### config.mk
export PLATFORM = sky130hd
export DESIGN_NAME = fetch_unit
export DESIGN_NICKNAME = d
export VERILOG_FILES = /design/src/rtl/fetch_unit.sv
export SDC_FILE = /design/constraint.sdc
export NUM_CORES = 1
export LEC_CHECK = 0
export ABC_AREA = 1
export CAP_MARGIN = 30
export CORE_MARGIN = 2
export CORE_UTILIZATION = 57
export CTS_BUF_LIST = sky130_fd_sc_hd__clkbuf_4 sky130_fd_sc_hd__clkbuf_8
export CTS_CLUSTER_DIAMETER = 120
export CTS_CLUSTER_SIZE = 25
export DETAILED_ROUTE_END_ITERATION = 6
export PLACE_DENSITY_LB_ADDON = 0.3
export SETUP_SLACK_MARGIN = 0.4
export SLEW_MARGIN = 10
export SYNTH_ARGS = -nofsm -noshare
export SYNTH_HDL_FRONTEND = slang
export SYNTH_SLANG_ARGS = --single-unit
### constraint.sdc
create_clock -name clk -period 6.63 [get_ports clk]
set_clock_uncertainty 0.15 [all_clocks]
set_input_delay 0.9945 -clock clk [delete_from_list [all_inputs] [get_ports clk]]
set_output_delay 0.9945 -clock clk [all_outputs]
set_load 0.05 [all_outputs]
### src/rtl/fetch_unit.sv
// fetch_unit: instruction fetch stage with a prefetch queue and branch redirect
// Ports:
//   clk, rst_n                     clock, asynchronous active-low reset
//   mem_req, mem_addr              word read request to instruction memory
//   mem_ack, mem_rdata             request completion and read data
//   branch_valid, branch_target    one-cycle redirect pulse and target
//   instr_valid, instr, instr_pc   queue head presented to the decoder
//   instr_ready                    decoder consumes the head
module fetch_unit #(
    parameter int          DEPTH    = 4,
    parameter logic [31:0] RESET_PC = 32'h0000_0000
) (
    input  logic        clk,
    input  logic        rst_n,
    output logic        mem_req,
    output logic [31:0] mem_addr,
    input  logic        mem_ack,
    input  logic [31:0] mem_rdata,
    input  logic        branch_valid,
    input  logic [31:0] branch_target,
    output logic        instr_valid,
    output logic [31:0] instr,
    output logic [31:0] instr_pc,
    input  logic        instr_ready
);
    localparam int PW = $clog2(DEPTH);
    localparam int CW = PW + 1;
    localparam logic [CW-1:0] FULL = CW'(DEPTH);

    typedef enum logic [1:0] {IDLE, FETCH, DRAIN} state_t;

    state_t        state;
    logic [31:0]   fetch_pc;
    logic [31:0]   q_word [DEPTH];
    logic [31:0]   q_pc   [DEPTH];
    logic [PW-1:0] rd_ptr, wr_ptr;
    logic [CW-1:0] count, count_nx;
    logic          ack, pop, push;
    logic [31:0]   tgt;

    always_comb begin
        ack         = mem_req && mem_ack;
        pop         = instr_valid && instr_ready;
        // responses are only kept in FETCH; a branch in the same cycle drops them
        push        = state == FETCH && ack && !branch_valid;
        tgt         = branch_target & ~32'h3;
        count_nx    = branch_valid ? '0 : count + CW'(push) - CW'(pop);
        instr_valid = count != '0;
        instr       = q_word[rd_ptr];
        instr_pc    = q_pc[rd_ptr];
    end

    always_ff @(posedge clk or negedge rst_n) begin
        if (!rst_n) begin
            for (int i = 0; i < DEPTH; i++) begin
                q_word[i] <= '0;
                q_pc[i]   <= '0;
            end
            rd_ptr <= '0;
            wr_ptr <= '0;
            count  <= '0;
        end else begin
            if (push) begin
                q_word[wr_ptr] <= mem_rdata;
                q_pc[wr_ptr]   <= mem_addr;
            end
            rd_ptr <= branch_valid ? '0 : rd_ptr + PW'(pop);
            wr_ptr <= branch_valid ? '0 : wr_ptr + PW'(push);
            count  <= count_nx;
        end
    end

    always_ff @(posedge clk or negedge rst_n) begin
        if (!rst_n) begin
            state    <= IDLE;
            mem_req  <= 1'b0;
            mem_addr <= RESET_PC;
            fetch_pc <= RESET_PC;
        end else begin
            case (state)
                IDLE: begin
                    if (branch_valid) begin
                        fetch_pc <= tgt;
                        mem_addr <= tgt;
                        state    <= FETCH;
                        mem_req  <= 1'b1;
                    end else if (count < FULL) begin
                        mem_addr <= fetch_pc;
                        state    <= FETCH;
                        mem_req  <= 1'b1;
                    end
                end
                FETCH: begin
                    if (ack && branch_valid) begin
                        mem_addr <= tgt;
                        fetch_pc <= tgt;
                    end else if (ack) begin
                        fetch_pc <= mem_addr + 32'd4;
                        if (count_nx < FULL) begin
                            mem_addr <= mem_addr + 32'd4;
                        end else begin
                            state   <= IDLE;
                            mem_req <= 1'b0;
                        end
                    end else if (branch_valid) begin
                        // the old request stays on the bus until memory answers it
                        fetch_pc <= tgt;
                        state    <= DRAIN;
                    end
                end
                DRAIN: begin
                    if (branch_valid) fetch_pc <= tgt;
                    if (ack) begin
                        mem_addr <= branch_valid ? tgt : fetch_pc;
                        state    <= FETCH;
                    end
                end
                default: begin
                    state   <= IDLE;
                    mem_req <= 1'b0;
                end
            endcase
        end
    end
endmodule

==> out/metrics.cfg <==
[outcome]
status = finished, final reports clean

[power]
power_density_nw_per_um2 = 497
peakVddDrop_mv = 0.347
p_leak_nw = 8.74

[yosys]
syn_area_per_cell_um2 = 7.86
synth-edff-count = 0
synth_flop_cell = dfrtp_1
seq_area_frac_synth_pct = 49.8
synthArstFlopShare_pct = 100
synth-seq-cells = 330
synth_cells = 2108
ys.warnings.count = 0
syn-num-nets = 2183
syn_area_um2 = 16600
yosysUniqueCellTypes = 42

[critical_path]
critical_path_class = flop to output port
startpoint_type = flop
cp.arrival_ns = 3.65
cp-end-kind = output port
worstPathRequired_ns = 5.49
r2r_setup_slack_ns = 2.20
critical_path.max_fanout = 80

[sta]
whs_ns = 0.338
finalSetupViolCount = 0
fin_crit_ns = 4.79
fin_ws_ns = 1.84
rsz0062_at_grt = false
slew_violations = 0
tightest_slew_ns = 1.00
hold_viol = 0
period_share_pct = 72.3
tns_ns = 0
relSlewSlack_pct = 33.0
fmaxAchievable_ghz = 0.209

[floorplanning]
initial_core_util_pct = 57.7
die_h_um = 175
dieArea_um2 = 30500
die_w_um = 175
core_um2 = 28700
row_count = 62
io_pins = 167

[route]
drcViolationCount = 0
viasPerCell = 5.78
drt_iter0_drc = 1629
wirelength_um = 43400
avgRoutedWirePerCell_um = 17.0
vias = 14776
ant_nets = 0
dr.pass1.iters = 5

[place]
post-place-ws_ns = 1.87
portBuffers = 164
hpwl_um = 26800
gp_congestion = 0.880

[global_route]
grt_max_degree = 194
grt_pass1_vias = 14316
grt.total_usage_pct = 28.6
grt_first_pass_wirelength_um = 71700
grt.overflow.total = 0
grt_antenna_before_repair = 0

[clocking]
cts_tree = yes
cts_max_path_buffers = 3
holdBufCountCts = 0
clock_latency_ns = 0.58
clkTransAtPathRegs_ns = 0.15
cts_made_buffers = 17
htreeDepth = 1
postCtsResizedCells = 0
post_cts_buffers = 0
cts.sinks = 330
cts-root-buf = clkbuf_8

[hold_path]
hold_path.class = input port to asynchronous set/reset pin

[final_layout]
drive_gt1_share_pct = 5.80
area_delta_synth_final_pct = 11.6
nets = 2246
layout_common_cells = nand2_1, o21ai_0, dfrtp_1
final_common_cell = nand2_1
antennaDiodeCount = 0

[job]
cap_violations = 0

==> cell type report <==
cell class	instances	area [µm²]
clock buffers	18	241
multi-input cells	1507	7160
clock inverters	2	27.5
well taps	384	480
fillers	2496	10200
repair buffers	177	1800
inverters	138	532
flip-flops and latches	330	8260
==> state kept, by name, summed over array words and instances, names as in the netlist <==
signal and flops:
count 3, rd_ptr 2, q_pc 128, fetch_pc 32
mem_req 1, q_word 128, mem_addr 32, state 2
wr_ptr 2
==> synth_stat cells, types with 4 or more instances <==
master / number / share of area [%]
xor2_1: 12 / 0.63
inv_2: 7 / 0.16
dfrtp_1: 330 / 50
nor2_1: 220 / 5.0
a21oi_1: 37 / 1.1
a22oi_1: 16 / 0.72
nand2_2: 5 / 0.19
nand3_1: 43 / 1.3
inv_1: 126 / 2.9
o21ai_2: 50 / 2.6
a31oi_1: 10 / 0.38
ha_1: 5 / 0.38
clkbuf_1: 74 / 1.7
o21ai_1: 14 / 0.42
buf_6: 14 / 0.95
o211ai_1: 9 / 0.41
o22ai_1: 74 / 2.8
o21ai_0: 346 / 10
nand2_4: 6 / 0.41
o21a_1: 12 / 0.54
o221a_2: 4 / 0.27
buf_2: 35 / 1.1
buf_4: 7 / 0.32
nand2_1: 626 / 14
==> critical path, stage by stage, from the launching register on <==
cell	delay [ns]
dfrtp_4	0.76
clkinv_2	0.70
buf_12	0.46
o21ai_0	0.22
o22ai_1	0.14
clkdlybuf4s50_1	0.73
==> power breakdown <==
| group | switching (W) | internal [W] |
|---|---|---|
| registers | 0.000483 | 0.00254 |
| logic | 0.00364 | 0.00164 |
| clock network | 0.000625 | 0.000253 |
==> routing by layer <==
metal  track usage (%)  vias up  part of all wire [%]
met3              3.59       87                   7.0
li1                  -     7010                     -
met5                 0        -                     0
met2              46.6      619                    47
met1              39.6     7060                    43
met4              10.8        0                   3.4
==> path summary, 6_finish.rpt <==
| kind | start | end | cells after the start |
|---|---|---|---|
| min in group clk | q_pc[95] | q_pc[95] | 2 |
| setup / recovery | rd_ptr[0] | instr_pc[22] | 5 |
| hold reg to reg | q_pc[95] | q_pc[95] | 2 |
| hold / removal | rst_n | q_word[27] | 1 |
| setup reg to reg | state[0] | mem_addr[26] | 16 |
| max in group asynchronous | rst_n | mem_addr[27] | 2 |
==> cell families after synthesis <==
logic type | after synthesis | synth area share (%)
DFF | 330 | 49.8
xor gates and xnor gates | 13 | 0.687
and+or+nand+nor | 911 | 21.7
adders and majority gates | 6 | 0.498
buffers and inverters | 271 | 7.27
AOI/OAI and AO/OA | 577 | 20.0
==> stage by stage <==
stage	util, %	total power, W	cells	instance area (µm²)
floorplan	-	0.00668	2108	16600
global placement	63.4	0.00818	2534	18200
detailed placement	63.4	0.00830	2534	18200
CTS	64.3	0.00917	2554	18500
global route	64.5	0.00976	2556	18500
finish	64.5	0.00919	2556	18500
Power figures use the tool's default switching activity.
